### src/rtl/bus_scheduler.sv
// Time-division bus scheduler: one CPU bus cycle per frame, the rest of the
// frame shared round-robin between the video and SPI DMA requesters.
module bus_scheduler #(
  parameter int FRAME_CYCLES    = 64,
  parameter int MAX_XFER_CYCLES = 5
) (
  input  logic                            sys_clock_i,
  input  logic                            sys_reset_n_i,
  input  logic                            cpu_en_i,
  input  logic                            cpu_done_strobe_i,
  output logic                            cpu_grant_o,
  input  logic                            video_req_i,
  input  logic                            video_done_i,
  output logic                            video_grant_o,
  input  logic                            spi_req_i,
  input  logic                            spi_done_i,
  output logic                            spi_grant_o,
  output logic [1:0]                      owner_o,
  output logic [$clog2(FRAME_CYCLES)-1:0] frame_count_o,
  output logic                            overrun_o
);

  localparam int CW         = $clog2(FRAME_CYCLES);
  localparam int LAST_START = FRAME_CYCLES - 1 - MAX_XFER_CYCLES;

  localparam logic [CW-1:0] FRAME_LAST_C = CW'(FRAME_CYCLES - 1);
  localparam logic [CW-1:0] LAST_START_C = CW'(LAST_START);

  localparam logic LAST_VIDEO = 1'b0;
  localparam logic LAST_SPI   = 1'b1;

  // Encoding doubles as the owner_o code.
  typedef enum logic [1:0] {
    ST_IDLE  = 2'd0,
    ST_CPU   = 2'd1,
    ST_VIDEO = 2'd2,
    ST_SPI   = 2'd3
  } state_t;

  state_t          r_state;
  logic [CW-1:0]   r_frame_count;
  logic            r_cpu_grant;
  logic            r_video_grant;
  logic            r_spi_grant;
  logic            r_overrun;
  logic            r_cpu_pending;
  logic            r_last_dma;

  state_t          w_state_nxt;
  logic [CW-1:0]   w_frame_count_nxt;
  logic            w_cpu_grant_nxt;
  logic            w_overrun_nxt;
  logic            w_cpu_pending_nxt;
  logic            w_last_dma_nxt;
  logic            w_slot;
  logic            w_dma_window;
  logic            w_dma_done;

  // Next-state and next-output logic for the bus ownership FSM.
  always_comb begin
    w_state_nxt       = r_state;
    w_cpu_grant_nxt   = 1'b0;
    w_overrun_nxt     = r_overrun;
    w_cpu_pending_nxt = r_cpu_pending;
    w_last_dma_nxt    = r_last_dma;
    w_frame_count_nxt = (r_frame_count == FRAME_LAST_C) ? {CW{1'b0}}
                                                        : r_frame_count + CW'(1);
    w_slot            = cpu_en_i && (r_frame_count == FRAME_LAST_C);
    w_dma_window      = (r_frame_count <= LAST_START_C);
    w_dma_done        = 1'b0;

    case (r_state)
      ST_IDLE: begin
        if (w_slot) begin
          w_state_nxt     = ST_CPU;
          w_cpu_grant_nxt = 1'b1;
        end else if (w_dma_window && (video_req_i || spi_req_i)) begin
          // Tie goes to whichever requester did not win last time.
          if (video_req_i && (!spi_req_i || (r_last_dma == LAST_SPI))) begin
            w_state_nxt    = ST_VIDEO;
            w_last_dma_nxt = LAST_VIDEO;
          end else begin
            w_state_nxt    = ST_SPI;
            w_last_dma_nxt = LAST_SPI;
          end
        end else begin
          w_state_nxt = ST_IDLE;
        end
      end
      ST_CPU: begin
        if (cpu_done_strobe_i) begin
          w_state_nxt = ST_IDLE;
        end else begin
          w_state_nxt = ST_CPU;
        end
      end
      ST_VIDEO, ST_SPI: begin
        w_dma_done = (r_state == ST_VIDEO) ? video_done_i : spi_done_i;
        if (w_dma_done) begin
          // A deferred (or coincident) CPU slot is served straight away.
          if (r_cpu_pending || w_slot) begin
            w_state_nxt       = ST_CPU;
            w_cpu_grant_nxt   = 1'b1;
            w_cpu_pending_nxt = 1'b0;
          end else begin
            w_state_nxt = ST_IDLE;
          end
        end else if (w_slot) begin
          w_cpu_pending_nxt = 1'b1;
          w_overrun_nxt     = 1'b1;
        end else begin
          w_state_nxt = r_state;
        end
      end
      default: begin
        w_state_nxt = ST_IDLE;
      end
    endcase
  end

  // State, frame counter and registered outputs.
  always_ff @(posedge sys_clock_i) begin
    if (!sys_reset_n_i) begin
      r_state       <= ST_IDLE;
      r_frame_count <= {CW{1'b0}};
      r_cpu_grant   <= 1'b0;
      r_video_grant <= 1'b0;
      r_spi_grant   <= 1'b0;
      r_overrun     <= 1'b0;
      r_cpu_pending <= 1'b0;
      r_last_dma    <= LAST_SPI;
    end else begin
      r_state       <= w_state_nxt;
      r_frame_count <= w_frame_count_nxt;
      r_cpu_grant   <= w_cpu_grant_nxt;
      r_video_grant <= (w_state_nxt == ST_VIDEO);
      r_spi_grant   <= (w_state_nxt == ST_SPI);
      r_overrun     <= w_overrun_nxt;
      r_cpu_pending <= w_cpu_pending_nxt;
      r_last_dma    <= w_last_dma_nxt;
    end
  end

  assign cpu_grant_o   = r_cpu_grant;
  assign video_grant_o = r_video_grant;
  assign spi_grant_o   = r_spi_grant;
  assign owner_o       = r_state;
  assign frame_count_o = r_frame_count;
  assign overrun_o     = r_overrun;

endmodule
### config.mk
export PLATFORM = sky130hd
export DESIGN_NAME = bus_scheduler
export DESIGN_NICKNAME = d
export VERILOG_FILES = /design/src/rtl/bus_scheduler.sv
export SDC_FILE = /design/constraint.sdc
export NUM_CORES = 1
export LEC_CHECK = 0
export CORE_MARGIN = 8
export CORE_UTILIZATION = 46
export CTS_BUF_LIST = sky130_fd_sc_hd__clkbuf_4
export CTS_CLUSTER_DIAMETER = 60
export DETAILED_ROUTE_END_ITERATION = 10
export PLACE_DENSITY_LB_ADDON = 0.25
export SKIP_CTS_REPAIR_TIMING = 1
export SLEW_MARGIN = 20
export SYNTH_ARGS = -nofsm -noshare
export SYNTH_HDL_FRONTEND = slang
export SYNTH_SLANG_ARGS = --single-unit
### constraint.sdc
create_clock -name sys_clock_i -period 1.85 [get_ports sys_clock_i]
set_clock_uncertainty 0.1 [all_clocks]
set_input_delay 0.37 -clock sys_clock_i [delete_from_list [all_inputs] [get_ports sys_clock_i]]
set_output_delay 0.37 -clock sys_clock_i [all_outputs]
set_load 0.005 [all_outputs]
==> flow_metrics.py <==
metrics = {
    "status": {
        "status": "complete, no violations",
    },
    "grt": {
        "grt_pass1_vias": 547,
        "overflow": 0,
        "antenna_found_initial": 0,
        "track_usage": 0.1048,
        "grt_pass1_wl_microns": 2283,
        "grt_max_degree": 9,
    },
    "drt": {
        "vias": 535,
        "drc": 0,
        "wl_per_cell_microns": 12.84,
        "detail_route.iter0.violations": 2,
        "drt_wl_total_microns": 1348,
        "vias_per_cell": 5.095,
        "drtPass1Iterations": 4,
        "ant_nets": 0,
    },
    "worst_hold_path": {
        "hp-class": "flop to flop",
        "worstHoldStart": "overrun_o",
    },
    "final_layout": {
        "nets": 102,
        "drive_above_1_share": 0.1444,
        "nFillCells": 104,
        "n_antenna_cell": 0,
        "area_delta_synth_final_pct": 38.17,
        "utilization": 0.6767,
        "layout_common_cells": "clkdlybuf4s50_1, dfxtp_1, nor2_1",
        "design_area_sq_um": 869.6,
        "final_common_cell": "clkdlybuf4s50_1",
    },
    "job": {
        "max-cap-violations": 0,
    },
    "die": {
        "ioPinCount": 20,
        "die-area_sq_mm": 0.002808,
        "core_area_sq_mm": 0.001285,
        "start_util": 0.4898,
        "placementRows": 13,
        "dieHeight_microns": 52.99,
        "die_w_microns": 52.99,
    },
    "placement": {
        "portBuffers": 19,
        "place.gp.congestion": 0.7887,
        "place_ws_ns": 0.06268,
        "dp_hpwl_microns": 1091,
        "placed_area_sq_um": 845.8,
    },
    "worst_setup_path": {
        "r2r_cells": 6,
        "crit_required_ns": 1.38,
        "start_kind": "flop",
        "crit_family": "buffers and inverters",
        "path_class": "flop to primary output",
        "worstPathCellList": "clkdlybuf4s50_1",
        "crit_slowest_cell": "clkdlybuf4s50_1",
        "end_kind": "primary output",
        "crit_path_start": "frame_count_o[3]",
        "worst-path-buf-inv": 1,
        "r2r_slack_ns": 0.26,
        "cp.depth": 1,
        "slowest_delay_ns": 0.54,
        "r2r_start": "frame_count_o[0]",
        "r2r-end": "video_grant_o",
        "arrival_ns": 1.26,
        "critPathCapture": "frame_count_o[3]",
        "worstPathMaxFanout": 5,
    },
    "clock_network": {
        "cts-root-buf": "clkbuf_4",
        "cts_tree": "yes",
        "cts_made_buffers": 3,
        "clkSlewWorstSetupHoldPaths_ns": 0.08,
        "ctsHtreeMaxLevel": 1,
        "clock_latency_ns": 0.27,
        "cts_sinks": 14,
        "ctsLongestPathBuffers": 2,
    },
    "sta": {
        "fmax_mhz": 579.4,
        "grt_setup_unrepaired": "no",
        "slew_headroom": 0.7890,
        "worstMarginPinSlew_ns": 0.3136,
        "slew_viol_final": 0,
        "fin_crit_sh": 0.9329,
        "setup_viol": 0,
        "timing.final.ws_setup_ns": 0.1242,
        "finalSetupTns_ns": 0,
        "finalHoldViolCount": 0,
        "period_needed_ns": 1.726,
    },
    "pwr": {
        "leakage_nw": 0.3154,
        "p_total_mw": 0.6060,
        "vdd_drop_max_mv": 0.3877,
        "p_per_area_mw_per_mm2": 696.9,
    },
    "logic_synthesis": {
        "synth-edff-count": 0,
        "seq_area_frac_synth": 0.4453,
        "ys.flop_type": "dfxtp_1",
        "yosysWarnings": 0,
        "syn_inst": 67,
        "synth_seq_cells": 14,
        "async_reset_ff_frac": 0,
        "syn_area_sq_um": 629.4,
        "synth_fp_nets": 77,
        "avgSynthCellArea_sq_um": 9.393,
        "yosysUniqueCellTypes": 26,
    },
}
## sequential cells by signal, indices dropped and copies added (netlist names)
signal         cells
spi_grant_o        1
video_grant_o      1
overrun_o          1
owner_o            2
frame_count_o      6
r_last_dma         1
cpu_grant_o        1
r_cpu_pending      1
## metrics by stage
stage / std cells / hold WS (ns)
5_1_grt: 105 / 0.3924
4_1_cts: 105 / 0.3796
6_report: 105 / 0.3769
2_1_floorplan: 67 / 0.3366
3_3_place_gp: 102 / 0.3545
3_5_place_dp: 102 / 0.3615
## area by class of cell
type | count | area [sq um] | share of cell area
clock buffer | 3 | 22.52 | 0.02590
timing repair buffer | 21 | 205.2 | 0.2360
tap | 15 | 18.77 | 0.02158
sequential | 14 | 281.5 | 0.3237
multi-input combinational | 49 | 330.3 | 0.3799
inverter | 3 | 11.26 | 0.01295
## how the worst min path moves through the flow
stage / cells after the start / slack (ns) / endpoint
6_report: 2 / 0.38 / overrun_o
3_3_place_gp: 1 / 0.35 / frame_count_o[0]
4_1_cts: 2 / 0.38 / overrun_o
2_1_floorplan: 2 / 0.34 / r_cpu_pending
5_1_grt: 2 / 0.39 / r_cpu_pending
3_5_place_dp: 2 / 0.36 / overrun_o
## power by group
group / internal, mW / switching, mW
registers: 0.318 / 0.0176
logic: 0.0651 / 0.0422
clock network: 0.0752 / 0.0877
total: 0.459 / 0.147
## Yosys cell counts (2+ instances only)
library cell | n | area share
nor2b_1 | 2 | 0.020
mux2i_1 | 2 | 0.032
xor2_1 | 2 | 0.028
ha_1 | 2 | 0.040
a31oi_1 | 2 | 0.020
inv_1 | 3 | 0.018
nand3_1 | 3 | 0.024
nor2_1 | 11 | 0.066
a21oi_1 | 2 | 0.016
o21ai_1 | 3 | 0.024
xnor2_1 | 2 | 0.028
nand2_1 | 4 | 0.024
dfxtp_1 | 14 | 0.45
a211oi_1 | 2 | 0.024
nand3_2 | 2 | 0.032
## metal layers
layer,up-vias,track usage,wire [microns]
li1,281,-,-
met1,242,0.1198,627
met2,10,0.1738,652
met3,2,0.03641,56
met4,0,0.03879,10
met5,-,0,0
## cell families after synthesis
group | after synthesis | share of synthesized area
flops | 14 | 0.4453
mux | 2 | 0.03181
xor+xnor | 4 | 0.05568
compound gates | 12 | 0.1531
fa+ha+maj | 2 | 0.03976
simple gates | 29 | 0.2446
buf+inv | 4 | 0.02982
Note: power is estimated with default switching activity, not from simulation.
